--- src/rtl/div32_if.sv ---
// Handshake and data bundle for the 32-bit divider: operands and start in,
// quotient/remainder and status out.
interface div_if;
    logic [31:0] a;
    logic [31:0] b;
    logic        sign;
    logic        start;
    logic [31:0] q;
    logic [31:0] r;
    logic        busy;
    logic        ready;
    logic        dbz;

    modport master (
        output a, b, sign, start,
        input  q, r, busy, ready, dbz
    );

    modport slave (
        input  a, b, sign, start,
        output q, r, busy, ready, dbz
    );
endinterface

--- src/rtl/div32.sv ---
// 32-bit signed/unsigned restoring radix-2 divider, one quotient bit per cycle.
//
//  state | meaning
//  IDLE  | waiting for start
//  RUN   | 32 restoring steps on operand magnitudes, busy high
//  DONE  | results valid, ready high for this single cycle
module div32 (
    input  logic clk,
    input  logic clrn,
    div_if.slave bus
);

    typedef enum logic [1:0] {
        IDLE = 2'd0,
        RUN  = 2'd1,
        DONE = 2'd2
    } state_t;

    state_t      state;
    state_t      state_nxt;
    logic [4:0]  cnt;
    logic [31:0] quo;
    logic [31:0] rem;
    logic [31:0] dvsr;
    logic        neg_q;
    logic        neg_r;
    logic [31:0] q_reg;
    logic [31:0] r_reg;
    logic        dbz_reg;

    logic        accept;
    logic        last_step;
    logic [32:0] shifted;
    logic [32:0] diff;
    logic [31:0] rem_nxt;
    logic [31:0] quo_nxt;

    assign accept    = bus.start && (state != RUN);
    assign last_step = (state == RUN) && (cnt == 5'd31);

    // Shift the next dividend bit into the partial remainder and keep the
    // subtraction only when it does not borrow.
    always_comb begin
        shifted = {rem, quo[31]};
        diff    = shifted - {1'b0, dvsr};
        if (diff[32]) begin
            rem_nxt = shifted[31:0];
            quo_nxt = {quo[30:0], 1'b0};
        end else begin
            rem_nxt = diff[31:0];
            quo_nxt = {quo[30:0], 1'b1};
        end
    end

    always_ff @(posedge clk or negedge clrn) begin
        if (!clrn) begin
            state <= IDLE;
        end else begin
            state <= state_nxt;
        end
    end

    always_comb begin
        state_nxt = state;
        case (state)
            IDLE, DONE: begin
                if (bus.start) begin
                    state_nxt = (bus.b == 32'd0) ? DONE : RUN;
                end else begin
                    state_nxt = IDLE;
                end
            end
            RUN: begin
                if (cnt == 5'd31) begin
                    state_nxt = DONE;
                end
            end
            default: state_nxt = IDLE;
        endcase
    end

    always_ff @(posedge clk or negedge clrn) begin
        if (!clrn) begin
            cnt     <= 5'd0;
            quo     <= 32'd0;
            rem     <= 32'd0;
            dvsr    <= 32'd0;
            neg_q   <= 1'b0;
            neg_r   <= 1'b0;
            q_reg   <= 32'd0;
            r_reg   <= 32'd0;
            dbz_reg <= 1'b0;
        end else if (accept) begin
            cnt   <= 5'd0;
            rem   <= 32'd0;
            quo   <= (bus.sign && bus.a[31]) ? -bus.a : bus.a;
            dvsr  <= (bus.sign && bus.b[31]) ? -bus.b : bus.b;
            neg_q <= bus.sign && (bus.a[31] ^ bus.b[31]);
            neg_r <= bus.sign && bus.a[31];
            // Divide by zero completes on the accepting edge itself.
            if (bus.b == 32'd0) begin
                q_reg   <= 32'hFFFF_FFFF;
                r_reg   <= bus.a;
                dbz_reg <= 1'b1;
            end
        end else if (state == RUN) begin
            cnt <= cnt + 5'd1;
            rem <= rem_nxt;
            quo <= quo_nxt;
            if (last_step) begin
                q_reg   <= neg_q ? -quo_nxt : quo_nxt;
                r_reg   <= neg_r ? -rem_nxt : rem_nxt;
                dbz_reg <= 1'b0;
            end
        end
    end

    assign bus.q     = q_reg;
    assign bus.r     = r_reg;
    assign bus.dbz   = dbz_reg;
    assign bus.busy  = (state == RUN);
    assign bus.ready = (state == DONE);

endmodule

--- src/flat_wrapper.sv ---
// flat-port wrapper written by rule: the top's interface ports become plain ports
module div32_flat 
  (clk, clrn, bus_a, bus_b, bus_sign, bus_start, bus_q, bus_r, bus_busy, bus_ready, bus_dbz);
  div_if bus_i ();
  input  logic clk;
  input  logic clrn;
  input wire logic [$bits(bus_i.a)-1:0] bus_a;
  input wire logic [$bits(bus_i.b)-1:0] bus_b;
  input wire logic [$bits(bus_i.sign)-1:0] bus_sign;
  input wire logic [$bits(bus_i.start)-1:0] bus_start;
  output wire logic [$bits(bus_i.q)-1:0] bus_q;
  output wire logic [$bits(bus_i.r)-1:0] bus_r;
  output wire logic [$bits(bus_i.busy)-1:0] bus_busy;
  output wire logic [$bits(bus_i.ready)-1:0] bus_ready;
  output wire logic [$bits(bus_i.dbz)-1:0] bus_dbz;
  assign bus_i.a = bus_a;
  assign bus_i.b = bus_b;
  assign bus_i.sign = bus_sign;
  assign bus_i.start = bus_start;
  assign bus_q = bus_i.q;
  assign bus_r = bus_i.r;
  assign bus_busy = bus_i.busy;
  assign bus_ready = bus_i.ready;
  assign bus_dbz = bus_i.dbz;
  div32 u_core (.clk(clk), .clrn(clrn), .bus(bus_i));
endmodule
--- config.mk ---
export PLATFORM = sky130hd
export DESIGN_NAME = div32_flat
export DESIGN_NICKNAME = d
export VERILOG_FILES = /design/src/rtl/div32_if.sv /design/src/rtl/div32.sv /design/src/flat_wrapper.sv
export SDC_FILE = /design/constraint.sdc
export NUM_CORES = 1
export LEC_CHECK = 0
export BUFFER_PORTS_ARGS = -buffer_cell sky130_fd_sc_hd__buf_2
export CAP_MARGIN = 10
export CORE_UTILIZATION = 30
export CTS_BUF_LIST = sky130_fd_sc_hd__clkbuf_8
export DETAILED_ROUTE_END_ITERATION = 8
export GPL_ROUTABILITY_DRIVEN = 0
export GPL_TIMING_DRIVEN = 0
export PLACE_DENSITY = 0.55
export SYNTH_ARGS = -nofsm -noshare
export SYNTH_HDL_FRONTEND = slang
export SYNTH_SLANG_ARGS = --single-unit
--- constraint.sdc ---
create_clock -name clk -period 10.39 [get_ports clk]
set_input_delay 0.5195 -clock clk [delete_from_list [all_inputs] [get_ports clk]]
set_output_delay 0.5195 -clock clk [all_outputs]
set_load 0.01 [all_outputs]
# Word level (Yosys, flattened, before mapping)
# Cells that the tools add are included.
dict set report totals {
  regBits 170
  input_bits 68
  out_inout_bits 67
  word_cells 62
}
dict set report classes {
  n_reduce_logical 11
  addsub 6
  n_eq_ne 6
  muxes 28
  n_bitwise 1
}
# operator n
set ops {}
lappend ops {{$mux 32} 17}
lappend ops {{$neg 32->32} 4}
lappend ops {{$sub 33x32->33} 1}
lappend ops {{$logic_not 32->1} 1}
lappend ops {{$mux 5} 2}
lappend ops {{$mux 2} 3}
lappend ops {{$add 5x1->5 const B} 1}
lappend ops {{$eq 5x5->1 const B} 1}
lappend ops {{$logic_and 1x1->1} 5}
lappend ops {{$mux 1} 5}
lappend ops {{$ne 2x1->1 const B} 2}
lappend ops {{$pmux 2 s2} 1}
lappend ops {{$reduce_bool 2->1} 2}
lappend ops {{$reduce_and 3->1} 1}
lappend ops {{$eq 2x1->1 const B} 1}
lappend ops {{$eq 2x2->1 const B} 1}
lappend ops {{$logic_not 2->1} 1}
lappend ops {{$ne 2x2->1 const B} 1}
lappend ops {{$reduce_or 2->1} 1}
lappend ops {{$xor 1x1->1} 1}

# Depth between registers and ports, before layout
dict set report depth {
  depth_word 7
  depth_mapped 25
  ltp_nobuf 22
}

# Worst setup path before layout
# OpenSTA, ideal clock, no wires.
dict set report synth_timing {
  kind {register to register}
  start {register u_core.quo[31]}
  end {register u_core.r_reg[18] (netlist: u_core.bus.r[18])}
  synth_period_minus_slack_ns 5.159
  setup_ns 0.121
  t_arrival_ns 5.038
  path_buffers 2
  path_slack_ns 5.231
  required_time_ns 10.269
  path_stages_with_launch 25
  cell_sequence {dfrtp_1 > inv_1 > ha_1 > inv_1 > fa_1 > a211oi_2 > o31ai_4 > o211ai_2 > a21oi_1 > nor3_2 > nor2_4 > inv_2 > buf_4 > clkbuf_1 > nor2_1 > a21oi_1 > ha_1 > nand2_1 > or4b_1 > nor4_1 > o221ai_1 > nor4b_1 > o21ai_0 > and3_1 > o22a_1}
}
dict set report synth_via {
  elab_chain_len 7
}
# item line_no
set synth_rtl {}
lappend synth_rtl {{start: declaration} div32.sv:22} ;# logic [31:0] quo;
lappend synth_rtl {{start signal: assignment} div32.sv:96} ;# quo <= (bus.sign && bus.a[31]) ? -bus.a : bus.a;
lappend synth_rtl {{start signal: assignment} div32.sv:109} ;# quo <= quo_nxt;
lappend synth_rtl {{$sub 33x32->33} div32.sv:45} ;# diff = shifted - {1'b0, dvsr};
lappend synth_rtl {{$mux 32 *} div32.sv:46} ;# if (diff[32]) begin
lappend synth_rtl {{$neg 32->32} div32.sv:112} ;# r_reg <= neg_r ? -rem_nxt : rem_nxt;
lappend synth_rtl {{$mux 32 *} div32.sv:112}
lappend synth_rtl {{$mux 32 *} div32.sv:110} ;# if (last_step) begin
lappend synth_rtl {{$mux 32 *} div32.sv:106} ;# end else if (state == RUN) begin
lappend synth_rtl {{$mux 32 *} div32.sv:93} ;# end else if (accept) begin
lappend synth_rtl {{end signal: assignment} div32.sv:103} ;# r_reg <= bus.a;
lappend synth_rtl {{end signal: assignment} div32.sv:112}
lappend synth_rtl {{end: declaration} div32.sv:28} ;# logic [31:0] r_reg;
# Every way passes the cells marked *; elsewhere a longest branch is shown, timed or not. The select of a mux whose other input is x is not followed.
# A chain may end at the register's enable or synchronous reset.

# Worst setup path in the final report
dict set report layout_timing {
  start {register u_core.quo[31]}
  end {register u_core.r_reg[30] (netlist: u_core.bus.r[30])}
}
# Same word-level chain as after synthesis.

==> results by group <==
Timing
  – Worst slew margin: 26.4%
  – Peak Freq: 0.141 GHz
  – Final Hold Fails: 0
  – RSZ-0062 raised after global routing: false
  – Final worst-path cycle share: 68.3%
  – Final min period: 7100 ps
  – Setup TNS Final: 0 ps
  – Hold WS: 23.2 ps
  – Final Slew Violations: 0
  – Final Skew: 31.5 ps
  – Final setup fails: 0
  – Slew @ Worst Pin: 1100 ps

Place
  – Port Buffers: 133
  – Dpl hpwl: 34.3 mm
  – Placed insts: 2,190

Setup path
  – Worst EP required: 10,750 ps
  – Crit path max-delay family: simple AND/OR/NAND/NOR gates
  – Slowest-stage cell, CP: nor3_2
  – Worst setup EP type: flip-flop
  – Largest fanout on the critical path: 10
  – Max incr delay on CP: 870 ps
  – Worst-path cell chain: inv_1 -> ha_1 -> inv_1 -> fa_1 -> a211oi_2 -> o31ai_4 -> o211ai_2 -> a21oi_1 -> nor3_2 -> nor2_4 -> inv_2 -> buf_4 -> clkbuf_1 -> nor2_1 -> a21oi_1 -> ha_1 -> nand2_1 -> or4b_1 -> nor4_1 -> or2_2 -> nand4_1 -> o31ai_1 -> xnor2_1 -> a21oi_1
  – Top cell by count, worst path: a21oi_1
  – Arr. time, crit path: 7460 ps
  – Buf/Inv on CP: 5
  – CP Class: reg -> reg
  – Worst Setup Start Kind: flip-flop

Clock tree
  – Maximum clock path buffer count: 2
  – Root Buffer: clkbuf_8
  – Cts bufs inserted: 17
  – # hold bufs at CTS: 0
  – Htree depth: 4
  – Clock Latency Late Sink: 500 ps
  – Worst-path clk slew: 110 ps
  – Post_cts resized: 0
  – CTS tree: yes
  – Clk sinks: 170
  – Postcts setup bufs: 0

Floorplanning
  – Rows: 74
  – Full die area: 42,200 µm²
  – Initial core utilization: 30.4%
  – Core area: 40,800 µm²
  – Die Ht: 205 µm
  – IO Pins: 135
  – Die X: 205 µm

Drt
  – Drt wl/cell: 19.6 µm
  – Starting DRT DRC Count: 1,178
  – WL final: 43.6 mm
  – DRC viols: 0
  – Via count: 11,927
  – Drt pass-1 iters: 7
  – Routed vias/inst: 5.37
  – Routed Antenna Nets: 0

Job
  – Maxcap violations: 0

Finish
  – Layout cell share with drive strength beyond 1: 12.8%
  – P&R area growth vs syn: 13.9%
  – Layout Cells excl Fill: 2,223
  – Fin util: 34.7%
  – Most common cell after layout, fill and taps aside: o21ai_0
  – Filler cells: 4,313
  – Commonest non-fill, non-tap cells in the layout: 203 x o21ai_0, 187 x nand2_1, 170 x dfrtp_1
  – NumNets Final: 1,784

Logic synthesis
  – Synth Net Count: 1,631
  – Simple-gate share of the synthesized area: 20.4%
  – Mapped Area: 12,400 µm²
  – Mux cell area share after synthesis: 2.85%
  – Ys async rst share: 100%
  – Count of cell types in the netlist: 86
  – Seq/Total Area, Yosys: 34.3%
  – Syn. warnings: 0
  – Ys flop type: dfrtp_1
  – EDFF count, synth: 0
  – Seq cells post-synth: 170
  – Post-Synthesis Mean Instance Area: 8.15 µm²
  – Main combinational cell family by area after synthesis: compound AO/OA/AOI/OAI gates
  – Post-Syn Instances: 1,524
  – Synth Area in XOR/XNOR: 9.45%
  – Post-Synth Adder-Cell Area: 3.99%
  – Synth Area in Compound Gates: 24.2%

Run status
  – Status: complete, no violations

Global route
  – First-pass GRT wire length: 67.0 mm
  – Initial antenna violation count: 1
  – Total GRT Usage: 20.9%
  – Grt ovf: 0
  – Largest net degree at the start of global routing: 88
  – Number of global-route vias before repair: 11,364

Min path
  – Hold Crit Class: in -> async

Pwr
  – Total power: 5620 µW
  – Pleak: 0.00594 µW
  – Pwr dens: 397 nW/µm²
  – Max IR drop VDD: 0.129 mV
==> synthesized netlist by cell type, drive strengths merged (17+ instances only) <==
library cell	n	area (µm²)
a31oi	22	144
a21oi	120	604
ha	38	475
clkbuf	63	238
nand3b	32	240
nor4	17	121
nor3	39	200
inv	55	206
mux2i	32	320
dfrtp	170	4250
o21ai	211	1060
or3	26	163
xor2	68	596
o31ai	27	230
nand3	28	140
xnor2	66	578
nor2	98	394
nand2	187	702
buf	27	166
==> metal layers <==
layer | global-route usage (%) | vias up | share of wire [%]
li1 | - | 5791 | -
met1 | 28.3 | 5690 | 45
met2 | 34.6 | 390 | 46
met3 | 2.85 | 56 | 6.3
met4 | 5.77 | 0 | 2.2
met5 | 0 | - | 0
==> cell families after synthesis <==
| family | count (synthesis) |
|---|---|
| AO/OA/AOI/OAI | 492 |
| adder cells (fa/ha/maj) | 39 |
| XOR/XNOR | 134 |
| buffers and inverters | 146 |
| multiplexers | 35 |
| AND/OR/NAND/NOR | 508 |
| flip-flops | 170 |
==> worst register-to-register path: stages, from the launching register on <==
cell and delay (ps):
dfrtp_1 450, inv_1 170, ha_1 200, inv_1 70, fa_1 410, a211oi_2 310, o31ai_4 160, o211ai_2 310
a21oi_1 220, nor3_2 870, nor2_4 110, inv_2 150, buf_4 220, clkbuf_1 500, nor2_1 80, a21oi_1 250
ha_1 310, nand2_1 70, or4b_1 490, nor4_1 480, or2_2 260, nand4_1 220, o31ai_1 370, xnor2_1 200
a21oi_1 100
==> stage by stage <==
| stage | setup slack [ps] | instance area (µm²) |
|---|---|---|
| 3_5_place_dp | 3490 | 13800 |
| 4_1_cts | 3450 | 14100 |
| 3_3_place_gp | 3450 | 13800 |
| 5_1_grt | 2910 | 14100 |
| 6_report | 3290 | 14200 |
| 2_1_floorplan | 5230 | 12400 |
==> power breakdown <==
group | internal, µW | switching [µW] | leakage, µW
registers | 947 | 297 | 0.00202
logic | 1410 | 2490 | 0.00373
clock network | 190 | 281 | 0.000194
total | 2540 | 3070 | 0.00594
==> worst paths after layout <==
kind	startpoint	slack (ps)	depth (start not counted)	to
worst max register to register	u_core.quo[31]	3290	24	u_core.bus.r[30]
worst min register to register	u_core.dvsr[7]	490	2	u_core.dvsr[7]
worst min-delay path	clrn	20	1	u_core.bus.r[7]
worst max-delay path	u_core.quo[31]	3290	24	u_core.bus.r[30]
max in group asynchronous	clrn	9490	2	u_core.rem[15]
min in group clk	bus_a[20]	290	2	u_core.quo[20]
==> layout make-up <==
| type | instances | area, µm² | area share (%) |
|---|---|---|---|
| sequential | 170 | 4250 | 30.1 |
| inverter | 56 | 210 | 1.49 |
| antenna | 1 | 2.50 | 0.0177 |
| buffer | 90 | 404 | 2.86 |
| timing repair buffer | 134 | 703 | 4.97 |
| multi-input combinational | 1208 | 7550 | 53.4 |
| clock inverter | 15 | 125 | 0.884 |
| clock buffer | 17 | 234 | 1.65 |
| tap | 532 | 666 | 4.70 |
Power figures use the tool's default switching activity.
